**config.mk**
```make
export PLATFORM = sky130hd
export DESIGN_NAME = rx_frame_ctrl
export DESIGN_NICKNAME = d
export VERILOG_FILES = /design/src/rtl/rx_frame_ctrl.sv
export SDC_FILE = /design/constraint.sdc
export NUM_CORES = 1
export LEC_CHECK = 0
export CAP_MARGIN = 20
export CELL_PAD_IN_SITES_DETAIL_PLACEMENT = 2
export CELL_PAD_IN_SITES_GLOBAL_PLACEMENT = 2
export CORE_MARGIN = 5
export CORE_UTILIZATION = 29
export DETAILED_ROUTE_END_ITERATION = 8
export GPL_TIMING_DRIVEN = 0
export PLACE_DENSITY = 0.82
export SLEW_MARGIN = 20
export SYNTH_ARGS = -nofsm -noshare
export SYNTH_HDL_FRONTEND = slang
export SYNTH_SLANG_ARGS = --single-unit
```
**constraint.sdc**
```tcl
create_clock -name clk -period 2.5 [get_ports clk]
set_input_delay 0.375 -clock clk [delete_from_list [all_inputs] [get_ports clk]]
set_output_delay 0.375 -clock clk [all_outputs]
set_load 0.02 [all_outputs]
```
**src/rtl/rx_frame_ctrl.sv**
```systemverilog
// rx_frame_ctrl: groups received bytes into frames closed by an idle timeout
// and queues per-frame info {ByteCnt, ms stamp, 0.1 ms stamp} in a 4-entry
// first-word-fall-through queue.
// Optional feature macro: RX_FRAME_TIMESTAMP_EN (stamp capture; when undefined
// FrameInfo_o[15:0] reads 0 and no stamp registers exist).
module rx_frame_ctrl (
    input  logic        clk,
    input  logic        rst,
    input  logic        p_Enable_i,
    input  logic        p_FrameFunctionEnable_i,
    input  logic        BaudSig_i,
    input  logic        p_ByteWritten_i,
    input  logic [15:0] RxTimeOutSet_i,
    input  logic [11:0] millisecond_stamp_i,
    input  logic [3:0]  acqurate_stamp_i,
    input  logic        n_RxFrameInfo_Rd_i,
    output logic [27:0] FrameInfo_o,
    output logic        p_RxFrame_Empty_o,
    output logic        p_RxFrame_Full_o,
    output logic [2:0]  FrameLevel_o,
    output logic        p_RxTimeOut_o,
    output logic        p_FrameOver_o
);

    localparam logic [2:0] ST_IDLE   = 3'b001;
    localparam logic [2:0] ST_RECV   = 3'b010;
    localparam logic [2:0] ST_COMMIT = 3'b100;

    logic [2:0]  state_q, state_d;
    logic [11:0] byte_cnt_q, byte_cnt_d;
    logic [15:0] idle_cnt_q, idle_cnt_d;
    logic [1:0]  wr_ptr_q, wr_ptr_d;
    logic [1:0]  rd_ptr_q, rd_ptr_d;
    logic [2:0]  level_q, level_d;
    logic        over_q, over_d;
    logic [27:0] fifo_q [4];
    logic [27:0] fifo_d [4];

    logic        active;
    logic        start_frame;
    logic [15:0] timeout_thr;
    logic [16:0] idle_inc;
    logic        q_empty;
    logic        q_full;
    logic        pop_ok;
    logic        push_req;
    logic        push_ok;
    logic [27:0] entry;

`ifdef RX_FRAME_TIMESTAMP_EN
    logic [15:0] stamp_q, stamp_d;
    assign entry = {byte_cnt_q, stamp_q};
`else
    logic [15:0] unused_stamps;
    assign unused_stamps = {millisecond_stamp_i, acqurate_stamp_i};
    assign entry = {byte_cnt_q, 16'h0000};
`endif

    assign active      = p_Enable_i & p_FrameFunctionEnable_i;
    assign timeout_thr = (RxTimeOutSet_i == '0) ? 16'd1 : RxTimeOutSet_i;
    assign idle_inc    = {1'b0, idle_cnt_q} + 17'd1;

    // Frame delimiting FSM: counts bytes, measures idle time, closes frames
    always_comb begin
        state_d     = state_q;
        byte_cnt_d  = byte_cnt_q;
        idle_cnt_d  = idle_cnt_q;
        start_frame = 1'b0;
`ifdef RX_FRAME_TIMESTAMP_EN
        stamp_d     = stamp_q;
`endif
        case (state_q)
            ST_IDLE: begin
                if (active && p_ByteWritten_i) start_frame = 1'b1;
            end
            ST_RECV: begin
                if (!active) begin
                    state_d    = ST_IDLE;
                    byte_cnt_d = '0;
                    idle_cnt_d = '0;
                end else if (p_ByteWritten_i) begin
                    if (byte_cnt_q != 12'hFFF) byte_cnt_d = byte_cnt_q + 12'd1;
                    idle_cnt_d = '0;
`ifdef RX_FRAME_TIMESTAMP_EN
                    stamp_d = {millisecond_stamp_i, acqurate_stamp_i};
`endif
                end else if (BaudSig_i) begin
                    idle_cnt_d = idle_inc[15:0];
                    if (idle_inc >= {1'b0, timeout_thr}) state_d = ST_COMMIT;
                end
            end
            ST_COMMIT: begin
                // A byte landing in the commit cycle opens the next frame at once
                if (active && p_ByteWritten_i) begin
                    start_frame = 1'b1;
                end else begin
                    state_d    = ST_IDLE;
                    byte_cnt_d = '0;
                    idle_cnt_d = '0;
                end
            end
            default: begin
                state_d    = ST_IDLE;
                byte_cnt_d = '0;
                idle_cnt_d = '0;
            end
        endcase
        if (start_frame) begin
            state_d    = ST_RECV;
            byte_cnt_d = 12'd1;
            idle_cnt_d = '0;
`ifdef RX_FRAME_TIMESTAMP_EN
            stamp_d = {millisecond_stamp_i, acqurate_stamp_i};
`endif
        end
    end

    assign q_empty  = (level_q == 3'd0);
    assign q_full   = (level_q == 3'd4);
    assign pop_ok   = !n_RxFrameInfo_Rd_i && !q_empty;
    assign push_req = (state_q == ST_COMMIT);
    assign push_ok  = push_req && (!q_full || pop_ok);

    // Frame-info queue: push on commit, pop on request, overflow flag
    always_comb begin
        fifo_d   = fifo_q;
        wr_ptr_d = wr_ptr_q;
        rd_ptr_d = rd_ptr_q;
        level_d  = level_q;
        over_d   = over_q;
        if (push_ok) begin
            fifo_d[wr_ptr_q] = entry;
            wr_ptr_d         = wr_ptr_q + 2'd1;
        end
        if (pop_ok) rd_ptr_d = rd_ptr_q + 2'd1;
        case ({push_ok, pop_ok})
            2'b10:   level_d = level_q + 3'd1;
            2'b01:   level_d = level_q - 3'd1;
            default: level_d = level_q;
        endcase
        if (push_req && !push_ok) over_d = 1'b1;
        else if (pop_ok)          over_d = 1'b0;
    end

    // State registers with synchronous reset
    always_ff @(posedge clk) begin
        if (rst) begin
            state_q    <= ST_IDLE;
            byte_cnt_q <= '0;
            idle_cnt_q <= '0;
            wr_ptr_q   <= '0;
            rd_ptr_q   <= '0;
            level_q    <= '0;
            over_q     <= 1'b0;
            for (int unsigned i = 0; i < 4; i++) fifo_q[i] <= '0;
`ifdef RX_FRAME_TIMESTAMP_EN
            stamp_q    <= '0;
`endif
        end else begin
            state_q    <= state_d;
            byte_cnt_q <= byte_cnt_d;
            idle_cnt_q <= idle_cnt_d;
            wr_ptr_q   <= wr_ptr_d;
            rd_ptr_q   <= rd_ptr_d;
            level_q    <= level_d;
            over_q     <= over_d;
            fifo_q     <= fifo_d;
`ifdef RX_FRAME_TIMESTAMP_EN
            stamp_q    <= stamp_d;
`endif
        end
    end

    assign FrameInfo_o       = q_empty ? '0 : fifo_q[rd_ptr_q];
    assign p_RxFrame_Empty_o = q_empty;
    assign p_RxFrame_Full_o  = q_full;
    assign FrameLevel_o      = level_q;
    assign p_RxTimeOut_o     = (state_q == ST_COMMIT);
    assign p_FrameOver_o     = over_q;

endmodule

```
==> run_results.csv, run 1 <==
group,metric,value,unit
cts,ctsLongestPathBuffers,2,
finish,seqCellArea,1760,um^2
logic_synthesis,ys_async_sr_fraction,0,%
finish,drive_gt1_share,14.7,%
logic_synthesis,yosys_warnings,0,
logic_synthesis,synth_xor_area_share,3.56,%
critical_path,r2r_slack,-0.09,ns
status,status,"finished with violations",
global_route,antenna_found_initial,0,
logic_synthesis,syn_area,4920,um^2
global_route,grt_pass1_wl,28600,um
sta,max_slew_margin,54.5,%
die,rows,47,
logic_synthesis,ys_seq_area_share,35.4,%
sta,grt_setup_unrepaired,"yes",
placed_design,port_buffers,39,
global_route,grt_remaining_overflow,0,
critical_path,worstPathRequired,2.80,ns
global_route,grt_pass1_vias,5412,
finish,final_cell_area,6140,um^2
critical_path,crit_type,"flop to flop",
cts,clk_latency,0.36,ns
cts,cts_tree,"yes",
sta,slew_violations,0,
logic_synthesis,synth_ff_type,"dfxtp_1",
drt,routedWlPerCell,19.4,um
logic_synthesis,syn_area_per_cell,8.04,um^2
logic_synthesis,synth_fa_ha_area_share,6.00,%
status,violations,"setup timing",
logic_synthesis,yosysTopAreaCellShare,35.4,%
die,chipWidth,140,um
finish,antennaDiodeCount,0,
drt,totalWireLength,17700,um
critical_path,cp.arrival,2.89,ns
cts,cts.sinks,87,
sta,fin_crit,2.59,ns
logic_synthesis,synth_top_family_by_area,"simple AND/OR/NAND/NOR gates",
pwr,leakage,0.00221,uW
critical_path,endpoint_kind,"flop",
critical_path,worst_setup_path_start_kind,"flop",
cts,numCtsBuffers,9,
drt,drtAntennaViolNets,0,
logic_synthesis,yosys-top-cells-area,"dfxtp_1, a21oi_1, nand3_1",
drt,drcViolationCount,0,
placed_design,hpwl,12900,um
cts,htree_levels,3,
pwr,finalPower,2990,uW
pwr,power.density,487,nW/um^2
cts,cts-root-buf,"clkbuf_16",
sta,fin_crit_sh,104,%
sta,finalWorstSetupSlack,-0.0921,ns
logic_synthesis,synthMuxAreaShare,5.49,%
sta,whs,0.461,ns
finish,fillCellCount,1902,
die,die-area,19700,um^2
drt,vias,4846,
placed_design,place_area,5650,um^2
drt,drt_pass1_iterations,4,
die,fp.dieH,140,um
logic_synthesis,synth_edf_count,0,
placed_design,gp_congestion,0.809,
critical_path,crit_fanout,4,
logic_synthesis,synth.largest_area_cell,"dfxtp_1",
global_route,grtUsageTotal,18.3,%
logic_synthesis,yosys.area_share.simple,24.1,%
finish,layout.core_utilization,36.9,%
finish,syn_to_final_growth,24.8,%
pwr,ir_worst_vdd,0.000294,V
logic_synthesis,yosysUniqueCellTypes,55,
finish,nNetsFinal,751,
global_route,grt_max_degree,17,
sta,worstMarginPinSlew,0.682,ns
job,cap_violations,0,
logic_synthesis,ys_ff_latch,87,
cts,cts_hold_buf,0,
placed_design,pre_cts_ws,-0.467,ns
logic_synthesis,synth_compound_area_share,16.9,%
die,start_util,29.6,%
die,core-area,16600,um^2
die,io_pins,74,
drt,drtIter0Drc,228,
finish,multi_input_area,2870,um^2
sta,final-hold-violation-count,0,
sta,clock-skew-final,0.00920,ns
sta,setup_viol,2,
min_path,min_path_type,"flop to flop",
cts,cts.clk_slew.worst_paths,0.07,ns
logic_synthesis,syn-instance-count,612,
drt,viasPerCell,5.30,
sta,fmax,386,MHz
==> per-stage QoR <==
stage | TNS (ns) | instances
CTS | -0.0925 | 909
detailed placement | -4.69 | 886
floorplan | 0 | 627
global route | -0.293 | 914
finish | -0.158 | 914
global placement | -2.81 | 886
==> state kept, by name, summed over array words and instances (netlist names) <==
name           flops
idle_cnt_q        16
fifo_q            48
state_q            3
FrameLevel_o       3
p_FrameOver_o      1
byte_cnt_q        12
wr_ptr_q           2
rd_ptr_q           2
==> where the power goes <==
part           total (uW)  internal [uW]  switching [uW]
sequential           1380           1380            1.93
combinational         183           73.7             109
clock                1420            792             632
total                2990           2250             743
==> cell usage after synthesis, types with 3 or more instances <==
| master | number |
|---|---|
| a211oi_1 | 3 |
| and2_1 | 5 |
| a211o_1 | 3 |
| nor2_1 | 34 |
| dfxtp_1 | 87 |
| a21o_1 | 3 |
| nor3_1 | 8 |
| buf_4 | 18 |
| xor2_1 | 5 |
| buf_2 | 12 |
| ha_1 | 22 |
| or3_1 | 8 |
| and4_1 | 4 |
| nor2b_1 | 13 |
| nor4_1 | 4 |
| nand2_1 | 78 |
| clkbuf_1 | 25 |
| nand3_1 | 61 |
| o211a_1 | 3 |
| nand3b_1 | 3 |
| xnor2_1 | 15 |
| or4_1 | 4 |
| a21oi_1 | 81 |
| nand4_1 | 8 |
| a31oi_1 | 9 |
| o21ai_0 | 23 |
| mux4_2 | 12 |
| inv_1 | 27 |
| a22oi_1 | 3 |
==> kinds of logic (layout without fill, tap and decap cells) <==
| group | after synthesis | count (layout) |
|---|---|---|
| AO/OA/AOI/OAI | 142 | 142 |
| XOR/XNOR | 20 | 20 |
| adder cells (fa/ha/maj) | 23 | 23 |
| buffers and inverters | 85 | 152 |
| flip-flops | 87 | 87 |
| multiplexers | 12 | 12 |
| other | 1 | 16 |
| AND/OR/NAND/NOR | 242 | 242 |
==> final timing paths <==
kind / startpoint / endpoint / depth (start not counted)
min: fifo_q[82] / fifo_q[82] / 2
max reg2reg: idle_cnt_q[2] / state_q[1] / 11
max: idle_cnt_q[2] / state_q[1] / 11
min reg2reg: fifo_q[82] / fifo_q[82] / 2
==> area by class of cell <==
cell class | instances | area share, %
Clock buffer | 10 | 3.73
Tap cell | 220 | 4.48
Timing Repair Buffer | 52 | 7.80
Clock inverter | 6 | 1.22
Inverter | 27 | 1.65
Buffer | 57 | 5.64
Sequential cell | 87 | 28.7
Multi-Input combinational cell | 455 | 46.8
==> critical path: stages (launching register included) <==
cell	delay, ns
dfxtp_4	0.35
and4_1	0.22
clkbuf_8	0.15
and4_4	0.25
and4_4	0.25
xor2_2	0.17
ha_1	0.27
a21o_1	0.17
a21oi_1	0.12
o21ai_1	0.10
a221oi_2	0.27
a31o_2	0.22
==> layer usage <==
metal  global-route usage, %  vias up  share of wire [%]
met4                    6.48        0                1.7
met5                       0        -                  0
li1                        -     2288                  -
met3                    2.97       22                3.7
met1                    21.7     2445                 43
met2                    33.2       91                 52
==> repair_timing <==
item,in CTS,in global routing
resized for setup,45,1
pin swaps,6,7
hold endpoints to repair,0,0
setup endpoints to repair,17,6
buffers inserted,8,5
==> cell usage in the layout (no fill, tap or decap), types with 4 or more instances in the layout <==
cell             count
or4_1                4
clkbuf_1            22
nand4_1              8
a21oi_1             81
o21ai_0             22
nor4_1               4
xor2_1               4
and2_1               4
buf_2               11
ha_1                21
dfxtp_2              6
or3_1                8
nor3_1               7
a31oi_1              9
nor2b_1             13
nand3_1             61
nand2_1             78
dlygate4sd2_1        7
inv_1               27
buf_4               31
xnor2_1             15
clkbuf_16            9
dfxtp_1             77
clkdlybuf4s50_1     32
nor2_1              32
mux4_2              12
dfxtp_4              4
conb_1              16
(Power assumes the default switching activity.)
==> run 2, diff against run 1 <==
==> constraint.sdc (replaced) <==
create_clock -name clk -period 2.5 [get_ports clk]
set_input_delay 0.25 -clock clk [delete_from_list [all_inputs] [get_ports clk]]
set_output_delay 0.25 -clock clk [all_outputs]
set_load 0.02 [all_outputs]
==> run 2 against run 1 <==
Effect of this change:
- the flow still finishes with violations (setup timing)
- total power is essentially flat
- register-to-register slack about the same
- sequential power about the same
- worst setup slack about the same
- non-clock buffer count stayed put
- routed wire length up 0.22%
- core utilization about the same
- largest power group unchanged
==> run_results.csv, run 2 (synthesis results as in run 1) <==
group,metric,value,unit
finish,nNetsFinal,751,
sta,finalWorstSetupSlack,-0.0924,ns
critical_path,path_delay_family,"compound AO/OA/AOI/OAI gates",
drt,drtIter0Drc,239,
job,cap_violations,0,
critical_path,worstPathRequired,2.80,ns
sta,fmax,386,MHz
die,chipWidth,140,um
global_route,grt_pass1_vias,5412,
global_route,grt_remaining_overflow,0,
die,rows,47,
critical_path,r2r_start,"idle_cnt_q[2]",
sta,fin_crit_sh,104,%
sta,slew_violations,0,
die,start_util,29.6,%
sta,clock-skew-final,0.00905,ns
critical_path,cp_slowest_stage_delay,0.35,ns
critical_path,worst_setup_path_start_kind,"flop",
critical_path,crit_type,"flop to flop",
drt,drtAntennaViolNets,0,
die,die-area,19700,um^2
cts,cts_hold_buf,0,
critical_path,crit_path_start,"idle_cnt_q[2]",
placed_design,gp_congestion,0.809,
finish,largest_reg_flops,48,
die,io_pins,74,
status,status,"finished with violations",
cts,numCtsBuffers,9,
critical_path,critPathBufInv,1,
cts,cts_tree,"yes",
pwr,power.density,486,nW/um^2
cts,clk_latency,0.36,ns
global_route,antenna_found_initial,0,
critical_path,path_cells,"and4_1 -> clkbuf_8 -> and4_4 -> and4_4 -> xor2_2 -> ha_1 -> a21o_1 -> a21oi_1 -> o21ai_1 -> a221oi_2 -> a31o_2",
finish,final_cell_mix,"a21oi_1, nand2_1, dfxtp_1, nand3_1, clkdlybuf4s50_1",
status,violations,"setup timing",
drt,viasPerCell,5.32,
global_route,grtUsageTotal,18.3,%
drt,drcViolationCount,0,
drt,totalWireLength,17800,um
placed_design,numPlacedInstances,886,
pwr,clock_power_share,47.6,%
pwr,leakage,0.00226,uW
pwr,finalPower,2990,uW
pwr,internal_power,2250,uW
pwr,combPwrFrac,6.1,%
drt,drt_pass1_iterations,4,
sta,fin_crit,2.59,ns
finish,top_regs,"fifo_q: 48 flops, idle_cnt_q: 16 flops, byte_cnt_q: 12 flops",
placed_design,hpwl,12900,um
die,fp.dieH,140,um
min_path,hp-start,"n_RxFrameInfo_Rd_i",
sta,final-hold-violation-count,0,
sta,grt_setup_unrepaired,"yes",
critical_path,cp.arrival,2.89,ns
cts,htree_levels,3,
critical_path,crit_path_top_delay_cell,"dfxtp_4",
cts,ctsLongestPathBuffers,2,
drt,vias,4863,
global_route,grt_max_degree,17,
die,core-area,16600,um^2
finish,fillCellCount,1901,
cts,cts.clk_slew.worst_paths,0.07,ns
finish,fin_cells,914,
finish,antennaDiodeCount,0,
finish,drive_gt1_share,14.7,%
critical_path,crit_fanout,4,
sta,setup_viol,2,
critical_path,endpoint_kind,"flop",
min_path,min_path_type,"input port to flop",
finish,syn_to_final_growth,24.9,%
drt,routedWlPerCell,19.4,um
global_route,grt_pass1_wl,28600,um
cts,cts.sinks,87,
pwr,p_switching,742,uW
pwr,ir_worst_vdd,0.000294,V
critical_path,critPathMostFrequentCell,"and4_4",
finish,final_common_cell,"a21oi_1",
pwr,seqPwrFrac,46.3,%
finish,regMostFlops,"fifo_q",
sta,whs,0.422,ns
sta,worstMarginPinSlew,0.678,ns
pwr,swShare,24.8,%
placed_design,port_buffers,39,
cts,cts-root-buf,"clkbuf_16",
sta,max_slew_margin,54.8,%
## run 2: cell type report
type	instances	area [um^2]	share of cell area [%]
inverter	27	101	1.65
clock inverter	6	75.1	1.22
buffer	57	338	5.49
clock buffer	10	229	3.72
timing repair buffer	52	495	8.06
tap	220	275	4.48
sequential	87	1760	28.7
multi-input combinational	455	2870	46.7
## run 2: what timing repair did
action,in CTS,in global routing
resized for setup,36,6
setup endpoints to repair,17,8
setup buffers,8,5
pin swaps,6,7
## run 2: path summary, 6_finish.rpt
kind	endpoint	slack, ns	cells after the start
worst min-delay path	p_FrameOver_o	0.42	3
worst min register to register	fifo_q[82]	0.46	2
worst max register to register	state_q[1]	-0.09	11
worst max-delay path	state_q[1]	-0.09	11
## run 2: routing by layer
layer | vias up | track usage (%) | wire (um)
met1 | 2467 | 21.7 | 7680
met3 | 21 | 2.97 | 583
met2 | 87 | 33.2 | 9180
met4 | 0 | 6.48 | 313
met5 | - | 0 | 0
li1 | 2288 | - | -
## run 2: worst min-delay path: cells and delay by family
family	cells	cell delay (ns)
buf+inv	1	0.23
simple gates	1	0.17
compound gates	1	0.08
## run 2: power by group through the flow
stage                     combinational, uW  clock, uW  sequential [uW]
final                                   183       1420             1380
after global routing                    199       1520             1380
after CTS                               182       1460             1380
after detailed placement                180          0             1420
after global placement                  173          0             1420
after floorplan                         109          0             1420
## run 2: stage by stage
stage	util, %	TNS (ns)	setup WS, ns	area [um^2]
after floorplan	-	0	0.0449	4980
after global placement	33.9	-1.78	-0.411	5650
after detailed placement	33.9	-3.23	-0.467	5650
after CTS	36.6	-0.0925	-0.0525	6090
after global routing	36.9	-0.289	-0.152	6150
final	36.9	-0.158	-0.0924	6150
